$ cat src/rtl/game_ctrl.sv
// game_ctrl: turn sequencer for the code-breaking game.
// Handles guess entry, scores each confirmed guess against a latched secret
// over NUM_COLORS cycles, drives the history block, and tracks turn/end state.
// Optional feature macro: DUP_CHECK_EN (reject guesses with repeated colours).
module game_ctrl #(
  parameter int NUM_COLORS = 6,
  parameter int MAX_TURNS  = 8
) (
  input  logic       clk,
  input  logic       reset,
  input  logic       btn_up,
  input  logic       btn_down,
  input  logic       btn_left,
  input  logic       btn_right,
  input  logic       btn_select,
  input  logic       btn_mode,
  input  logic [2:0] secret0,
  input  logic [2:0] secret1,
  input  logic [2:0] secret2,
  input  logic [2:0] secret3,
  output logic [2:0] guess0,
  output logic [2:0] guess1,
  output logic [2:0] guess2,
  output logic [2:0] guess3,
  output logic       commit,
  output logic       mode,
  output logic       hist_up,
  output logic       hist_down,
  output logic [1:0] cursor,
  output logic [3:0] turn,
  output logic [2:0] black,
  output logic [2:0] white,
  output logic       score_valid,
  output logic       game_over,
  output logic       win,
  output logic       dup_err
);

`ifdef DUP_CHECK_EN
  localparam bit DUP_EN = 1'b1;
`else
  localparam bit DUP_EN = 1'b0;
`endif

  localparam logic [2:0] COL_MAX  = 3'(NUM_COLORS - 1);
  localparam logic [4:0] TURN_LIM = 5'(MAX_TURNS);
  localparam logic [3:0] TURN_SAT = 4'(MAX_TURNS);

  typedef enum logic [2:0] {
    S_EDIT,
    S_SCORE,
    S_COMMIT,
    S_HIST,
    S_DONE
  } state_t;

  state_t     state;
  state_t     ret_state;
  logic [2:0] peg      [4];
  logic [2:0] secret_q [4];
  logic [2:0] sec_in   [4];
  logic [2:0] col_idx;
  logic [2:0] black_acc;
  logic [2:0] match_acc;

  logic [2:0] black_now;
  logic       dup_found;
  logic [2:0] g_cnt;
  logic [2:0] s_cnt;
  logic [2:0] color_match;
  logic [2:0] peg_inc;
  logic [2:0] peg_dec;

  assign guess0 = peg[0];
  assign guess1 = peg[1];
  assign guess2 = peg[2];
  assign guess3 = peg[3];

  // Scoring helpers: exact matches, duplicate detection, per-colour min count, peg edit values
  always_comb begin
    sec_in[0]   = secret0;
    sec_in[1]   = secret1;
    sec_in[2]   = secret2;
    sec_in[3]   = secret3;
    black_now   = '0;
    dup_found   = 1'b0;
    g_cnt       = '0;
    s_cnt       = '0;
    for (int unsigned i = 0; i < 4; i++) begin
      if (peg[i] == sec_in[i]) black_now = black_now + 3'd1;
      if (peg[i] == col_idx) g_cnt = g_cnt + 3'd1;
      if (secret_q[i] == col_idx) s_cnt = s_cnt + 3'd1;
      for (int unsigned j = i + 1; j < 4; j++) begin
        if (peg[i] == peg[j]) dup_found = 1'b1;
      end
    end
    color_match = (g_cnt < s_cnt) ? g_cnt : s_cnt;
    peg_inc     = (peg[cursor] == COL_MAX) ? '0 : peg[cursor] + 3'd1;
    peg_dec     = (peg[cursor] == '0) ? COL_MAX : peg[cursor] - 3'd1;
  end

  // Turn sequencer: state, guess editing, scoring accumulation and registered outputs
  always_ff @(posedge clk or posedge reset) begin
    if (reset) begin
      state       <= S_EDIT;
      ret_state   <= S_EDIT;
      for (int unsigned i = 0; i < 4; i++) begin
        peg[i]      <= '0;
        secret_q[i] <= '0;
      end
      col_idx     <= '0;
      black_acc   <= '0;
      match_acc   <= '0;
      commit      <= 1'b0;
      mode        <= 1'b0;
      hist_up     <= 1'b0;
      hist_down   <= 1'b0;
      cursor      <= '0;
      turn        <= '0;
      black       <= '0;
      white       <= '0;
      score_valid <= 1'b0;
      game_over   <= 1'b0;
      win         <= 1'b0;
      dup_err     <= 1'b0;
    end else begin
      commit    <= 1'b0;
      hist_up   <= 1'b0;
      hist_down <= 1'b0;
      dup_err   <= 1'b0;
      case (state)
        S_EDIT: begin
          if (btn_select) begin
            if (DUP_EN && dup_found) begin
              dup_err <= 1'b1;
            end else begin
              for (int unsigned i = 0; i < 4; i++) secret_q[i] <= sec_in[i];
              black_acc   <= black_now;
              match_acc   <= '0;
              col_idx     <= '0;
              score_valid <= 1'b0;
              state       <= S_SCORE;
            end
          end else if (btn_mode) begin
            mode      <= 1'b1;
            ret_state <= S_EDIT;
            state     <= S_HIST;
          end else if (btn_up || btn_down) begin
            // up+down together consumes the action slot but edits nothing
            if (btn_up && !btn_down) peg[cursor] <= peg_inc;
            else if (btn_down && !btn_up) peg[cursor] <= peg_dec;
          end else if (btn_left) begin
            cursor <= cursor - 2'd1;
          end else if (btn_right) begin
            cursor <= cursor + 2'd1;
          end
        end

        S_SCORE: begin
          match_acc <= match_acc + color_match;
          if (col_idx == COL_MAX) state <= S_COMMIT;
          else col_idx <= col_idx + 3'd1;
        end

        S_COMMIT: begin
          commit      <= 1'b1;
          black       <= black_acc;
          white       <= match_acc - black_acc;
          score_valid <= 1'b1;
          if (turn != TURN_SAT) turn <= turn + 4'd1;
          if (black_acc == 3'd4) begin
            win       <= 1'b1;
            game_over <= 1'b1;
            state     <= S_DONE;
          end else if (({1'b0, turn} + 5'd1) == TURN_LIM) begin
            game_over <= 1'b1;
            state     <= S_DONE;
          end else begin
            state <= S_EDIT;
          end
        end

        S_HIST: begin
          if (btn_mode) begin
            mode  <= 1'b0;
            state <= ret_state;
          end else begin
            hist_up   <= btn_up & ~btn_down;
            hist_down <= btn_down & ~btn_up;
          end
        end

        S_DONE: begin
          if (btn_mode) begin
            mode      <= 1'b1;
            ret_state <= S_DONE;
            state     <= S_HIST;
          end
        end

        default: state <= S_EDIT;
      endcase
    end
  end

endmodule
$ cat config.mk
export PLATFORM = sky130hd
export DESIGN_NAME = game_ctrl
export DESIGN_NICKNAME = d
export VERILOG_FILES = /design/src/rtl/game_ctrl.sv
export SDC_FILE = /design/constraint.sdc
export NUM_CORES = 1
export LEC_CHECK = 0
export CORE_UTILIZATION = 30
export CTS_CLUSTER_DIAMETER = 50
export DETAILED_ROUTE_END_ITERATION = 6
export PLACE_DENSITY = 0.6
export SETUP_SLACK_MARGIN = 0.02
export SYNTH_ARGS = -nofsm -noshare
export SYNTH_HDL_FRONTEND = slang
export SYNTH_SLANG_ARGS = --single-unit
$ cat constraint.sdc
create_clock -name clk -period 4.7 [get_ports clk]
set_clock_uncertainty 0.15 [all_clocks]
set_input_delay 0.94 -clock clk [delete_from_list [all_inputs] [get_ports clk]]
set_output_delay 0.94 -clock clk [all_outputs]
set_load 0.005 [all_outputs]
==> out/summary.txt, run 1 <==
Starting Density: 0.3093
DR WL met2: 3.916 mm
vias per cell: 4.787
fin nets: 464
met3 WL: 200 um
post-detailed-routing wire length: 7.814 mm
num rows: 39
1st-pass router iterations: 5
ANT cells: 0
Synth Instances: 375
Core ar.: 11470 um2
worst-margin pin slew: 0.7508 ns
max frequency: 0.2326 GHz
CP startpoint kind: flip-flop
first-pass GRT wire length: 12.94 mm
Yosys cell types: 48
Die Area: 12260 um2
worst min path class: flip-flop to flip-flop
htree depth: 2
setup TNS: 0 ns
WL per Instance: 13.88 um
Mapped Avg Cell Area: 9.459 um2
routability cong.: 0.7990
Setup violations, final: 0
Syn Nets: 420
crit path max fanout: 11
Clock Latency Late Sink: 0.29 ns
highest routed metal layer: met4
post-CTS setup buffers: 0
WP data required: 4.72 ns
critical path data arrival time: 4.32 ns
Finished Core Util: 0.3763
vias in the first global route: 2636
share of the yosys chip area belonging to registers: 0.3951
CTS Buf Count: 5
initial antenna violation count: 0
Post-CTS Hold Buffers: 0
Final ANT Viol Nets: 0
width of the die: 110.7 um
Slew headroom: 0.4987
ys async rst share: 1.000
Pwr Density: 744.0 nW/um2
maximum vdd drop: 0.3184 mV
Tcrit/Tclk final: 0.9147
CTS sink cnt: 56
CTS resizes: 0
RSZ-0062 raised after global routing: no
largest net degree at the start of global routing: 36
Synth Cell Area: 3547 um2
IO Pins: 52
HPWL after DPL: 5.891 mm
commonest non-fill, non-tap cell in the layout: nand2_1
Synth Flop Type: dfrtp_1
leading cell types in the layout, fill and taps excluded: nand2_1 (76), dfrtp_1 (56), clkdlybuf4s50_1 (50), xnor2_1 (36)
max-slew violation count: 0
Routed met1 length: 3.612 mm
Setup Crit Path Kind: flip-flop to flip-flop
crit path time final: 4.299 ns
Worst setup EP type: flip-flop
Tot GR Track Use: 0.1302
fraction of layout cells with a size suffix above 1: 0.08810
Leak: 1.991 nW
Yosys reg bits: 56
total number of vias: 2695
Hold Vio Cnt, Final: 0
DRC viols: 0
CTS Buffer Depth: 2
CTS tree: yes
port buffer count: 50
P&R area growth vs syn: 21.66%
Chip Height: 110.7 um
number of flops mapped to enable cells by yosys: 0
outcome: finished clean
CTS Root Buffer Type: clkbuf_16
CTS clock-pin slew for the worst setup and hold paths: 0.07 ns
maxcap violations: 0
Remaining Overflow, GRT: 0
First DRT Iteration DRCs: 89
Ys Warns: 0
-- routing by layer --
layer	GRT usage	vias to the layer above
met5	0	-
met2	0.2286	52
met1	0.1684	1309
li1	-	1328
met4	0.03467	0
met3	0.01640	6
-- area by class of cell --
cell class / instances / area (um2)
Clock buffer: 5 / 125.1
Clock inverter: 3 / 46.29
Multi-Input combinational cell: 280 / 1962
Tap cell: 143 / 178.9
Inverter: 25 / 93.84
Fill cell: 1118 / 7152
Timing Repair Buffer: 51 / 508.0
Sequential cell: 56 / 1401
-- sequential cells by signal (all words and copies together) (netlist names), 2 cells and up --
register,cells
col_idx,3
guess3,3
guess2,3
secret_q,12
cursor,2
match_acc,3
turn,4
guess1,3
guess0,3
state,3
black,3
white,3
black_acc,3
-- cell families (layout without fill, tap and decap cells) --
logic type | Yosys count | in the layout | synth area share
flip-flops | 56 | 56 | 0.3951
AO/OA/AOI/OAI | 42 | 42 | 0.06984
adder cells (fa/ha/maj) | 25 | 25 | 0.09242
other | 1 | 1 | 0.001057
XOR/XNOR | 48 | 48 | 0.1185
AND/OR/NAND/NOR | 140 | 140 | 0.1880
buffers and inverters | 39 | 84 | 0.05185
multiplexers | 24 | 24 | 0.08324
-- synthesized netlist by cell type, drive strengths merged (4+ instances only) --
cell | n | area share
a21oi | 11 | 0.016
and3 | 7 | 0.014
buf | 7 | 0.018
clkbuf | 7 | 0.0074
dfrtp | 56 | 0.40
ha | 23 | 0.081
inv | 24 | 0.025
mux2 | 14 | 0.044
mux2i | 7 | 0.020
nand2 | 76 | 0.080
nand3 | 15 | 0.021
nor2 | 16 | 0.017
nor2b | 5 | 0.0088
nor3 | 4 | 0.0071
nor3b | 5 | 0.013
o21ai | 19 | 0.027
xnor2 | 36 | 0.089
xor2 | 12 | 0.030
-- per-stage QoR --
stage / power, mW / hold WS, ns / cells / instance area [um2] / setup WS (ns)
floorplan: 2.286 / 0.3010 / 375 / 3547 / 0.8723
global placement: 2.720 / 0.3093 / 555 / 4144 / 0.6355
detailed placement: 2.788 / 0.3208 / 555 / 4144 / 0.4487
CTS: 3.242 / 0.3382 / 563 / 4315 / 0.3861
global route: 3.569 / 0.3441 / 563 / 4315 / 0.02211
finish: 3.211 / 0.3260 / 563 / 4315 / 0.4007
-- where the power goes --
| part | total, mW | internal (mW) | leakage [nW] | switching (mW) |
|---|---|---|---|---|
| Clock | 0.428 | 0.253 | 0.0804 | 0.174 |
| Sequential | 0.948 | 0.668 | 0.728 | 0.280 |
| Combinational | 1.83 | 0.918 | 1.18 | 0.916 |
-- worst paths after layout --
path / from / endpoint / slack [ns] / depth (start not counted)
worst max-delay path: col_idx[1]$_DFFE_PP0P_ / match_acc[2]$_DFFE_PP0P_ / 0.40 / 19
worst max register to register: col_idx[1]$_DFFE_PP0P_ / match_acc[2]$_DFFE_PP0P_ / 0.40 / 19
worst min register to register: white[1]$_DFFE_PP0P_ / white[1]$_DFFE_PP0P_ / 0.33 / 2
worst min-delay path: white[1]$_DFFE_PP0P_ / white[1]$_DFFE_PP0P_ / 0.33 / 2
max in group asynchronous: reset / col_idx[0]$_DFFE_PP0P_ / 2.68 / 3
min in group asynchronous: reset / black_acc[0]$_DFFE_PP0P_ / 0.95 / 2
-- critical path, cell delays in order (launching register included) --
cell,delay [ns]
dfrtp_1,0.67
xnor2_1,0.11
and3_1,0.19
ha_1,0.30
inv_1,0.05
and4_2,0.18
or2_2,0.27
ha_1,0.27
mux2i_1,0.18
inv_1,0.07
ha_1,0.19
a21oi_1,0.21
a21boi_0,0.21
nor2_1,0.07
ha_1,0.19
fa_1,0.38
xor2_1,0.16
nand2_1,0.09
nand3_1,0.12
o21ai_0,0.11
(Power assumes the default switching activity.)
==> run 2, diff against run 1 <==
Settings changed: SLEW_MARGIN from default to 25.
==> results of run 2 <==
Final layout, timing and power as in run 1 (identical DEF).
==> run 3, diff against run 2 <==
Settings changed: CORE_MARGIN from default to 10.
==> out/summary.txt, run 3 (synthesis results as in run 1) <==
Starting Density: 0.3080
fill count: 1149
Hold Vio Cnt, Final: 0
worst min path class: flip-flop to flip-flop
CTS sink cnt: 56
IO Pins: 52
WP data required: 4.72 ns
WL per Instance: 14.94 um
worst-margin pin slew: 0.7667 ns
CTS resizes: 0
Tcrit/Tclk final: 0.8997
DRC viols: 0
First DRT Iteration DRCs: 165
Leak: 2.000 nW
HPWL after DPL: 6.555 mm
CTS Buf Count: 5
P&R area growth vs syn: 22.08%
post-CTS setup buffers: 0
largest net degree at the start of global routing: 44
leading cell types in the layout, fill and taps excluded: nand2_1 (76), dfrtp_1 (56), clkdlybuf4s50_1 (50), xnor2_1 (36)
Final ANT Viol Nets: 0
outcome: finished clean
fraction of layout cells with a size suffix above 1: 0.08592
Chip Height: 128.7 um
worst r2r dst: match_acc[2]$_DFFE_PP0P_
Slew headroom: 0.4882
num rows: 39
vias per cell: 4.788
CTS clock-pin slew for the worst setup and hold paths: 0.07 ns
CTS Root Buffer Type: clkbuf_16
crit path max fanout: 11
first-pass GRT wire length: 13.92 mm
crit path time final: 4.229 ns
Setup violations, final: 0
Top reg by flops: secret_q
Worst setup EP type: flip-flop
ANT cells: 0
width of the die: 128.7 um
max frequency: 0.2365 GHz
largest registers: secret_q (12), turn (4)
max FFs per register: 12
pre-CTS setup slack: 0.4917 ns
Post-CTS Hold Buffers: 0
CTS Buffer Depth: 2
maximum vdd drop: 0.3719 mV
routability cong.: 0.8110
Worst Hold Path EP: game_over$_DFFE_PP0P_
maxcap violations: 0
initial antenna violation count: 0
Setup Crit Path Kind: flip-flop to flip-flop
fin nets: 464
Worst Hold Launch: game_over$_DFFE_PP0P_
1st-pass router iterations: 4
Reg2Reg Depth: 19
vias in the first global route: 2821
post-detailed-routing wire length: 8.394 mm
reg-to-reg critical path startpoint: col_idx[2]$_DFFE_PP0P_
Tot GR Track Use: 0.1027
Final WS setup: 0.4713 ns
CTS tree: yes
total number of vias: 2691
setup TNS: 0 ns
Clock Latency Late Sink: 0.29 ns
Remaining Overflow, GRT: 0
critical path data arrival time: 4.25 ns
port buffer count: 50
commonest non-fill, non-tap cell in the layout: nand2_1
R2R setup slack: 0.47 ns
Core ar.: 11520 um2
max-slew violation count: 0
Pwr Density: 756.6 nW/um2
htree depth: 2
worst hold stages: 1
RSZ-0062 raised after global routing: no
CP startpoint kind: flip-flop
Die Area: 16570 um2
==> run 3: cell count changes in the layout (fill, tap and decap cells not counted) <==
cell        previous run  this run
clkinv_2               0         1
inv_6                  1         0
inv_2                  1         0
clkinvlp_4             1         0
bufinv_16              1         2
==> run 3: cell type report <==
cell class	instances	area (um2)	share of cell area
inverters	25	95.09	0.02196
multi-input cells	280	1962	0.4530
repair buffers	51	508.0	0.1173
clock inverters	2	60.06	0.01387
clock buffers	5	125.1	0.02889
flip-flops and latches	56	1401	0.3236
well taps	143	178.9	0.04132
==> run 3: layer usage <==
layer | track usage | vias to the layer above | share of wire
met1 | 0.1242 | 1317 | 0.45
met5 | 0 | - | 0
met3 | 0.02259 | 8 | 0.037
li1 | - | 1325 | -
met2 | 0.1784 | 41 | 0.50
met4 | 0.03144 | 0 | 0.020
==> run 3: power breakdown <==
| part | switching (mW) | total, mW | leakage [nW] | internal, mW |
|---|---|---|---|---|
| logic | 0.932 | 1.86 | 1.18 | 0.926 |
| clock network | 0.171 | 0.474 | 0.0899 | 0.303 |
| registers | 0.277 | 0.945 | 0.728 | 0.668 |
| total | 1.38 | 3.28 | 2.00 | 1.90 |
==> run 3: how the worst max path moves through the flow <==
| stage | start | to | cells past startpoint |
|---|---|---|---|
| after floorplan | col_idx[2]$_DFFE_PP0P_ | match_acc[2]$_DFFE_PP0P_ | 20 |
| after global placement | col_idx[2]$_DFFE_PP0P_ | match_acc[2]$_DFFE_PP0P_ | 19 |
| after detailed placement | col_idx[2]$_DFFE_PP0P_ | match_acc[2]$_DFFE_PP0P_ | 19 |
| after global routing | col_idx[2]$_DFFE_PP0P_ | match_acc[2]$_DFFE_PP0P_ | 19 |
| final | col_idx[2]$_DFFE_PP0P_ | match_acc[2]$_DFFE_PP0P_ | 19 |
| after CTS | col_idx[2]$_DFFE_PP0P_ | match_acc[2]$_DFFE_PP0P_ | 19 |
==> run 3: metrics by stage <==
stage,cell area (um2),utilization,total power [mW],std cells,hold WS (ns)
finish,4330,0.3760,3.276,562,0.3209
global route,4330,0.3760,3.610,562,0.3412
CTS,4329,0.3759,3.313,562,0.3320
detailed placement,4144,0.3598,2.828,555,0.3148
global placement,4144,0.3598,2.739,555,0.3066
floorplan,3547,-,2.286,375,0.3010
==> run 3: worst max-delay path, cell delays in order (launching register included) <==
cell	delay [ns]
dfrtp_1	0.64
xnor2_1	0.12
and3_1	0.22
ha_1	0.30
inv_1	0.05
and4_2	0.18
or2_2	0.28
ha_1	0.27
mux2i_1	0.17
inv_1	0.07
ha_1	0.20
a21oi_1	0.20
a21boi_0	0.21
nor2_1	0.06
ha_1	0.19
fa_1	0.37
xor2_1	0.15
nand2_1	0.07
nand3_1	0.11
o21ai_0	0.10
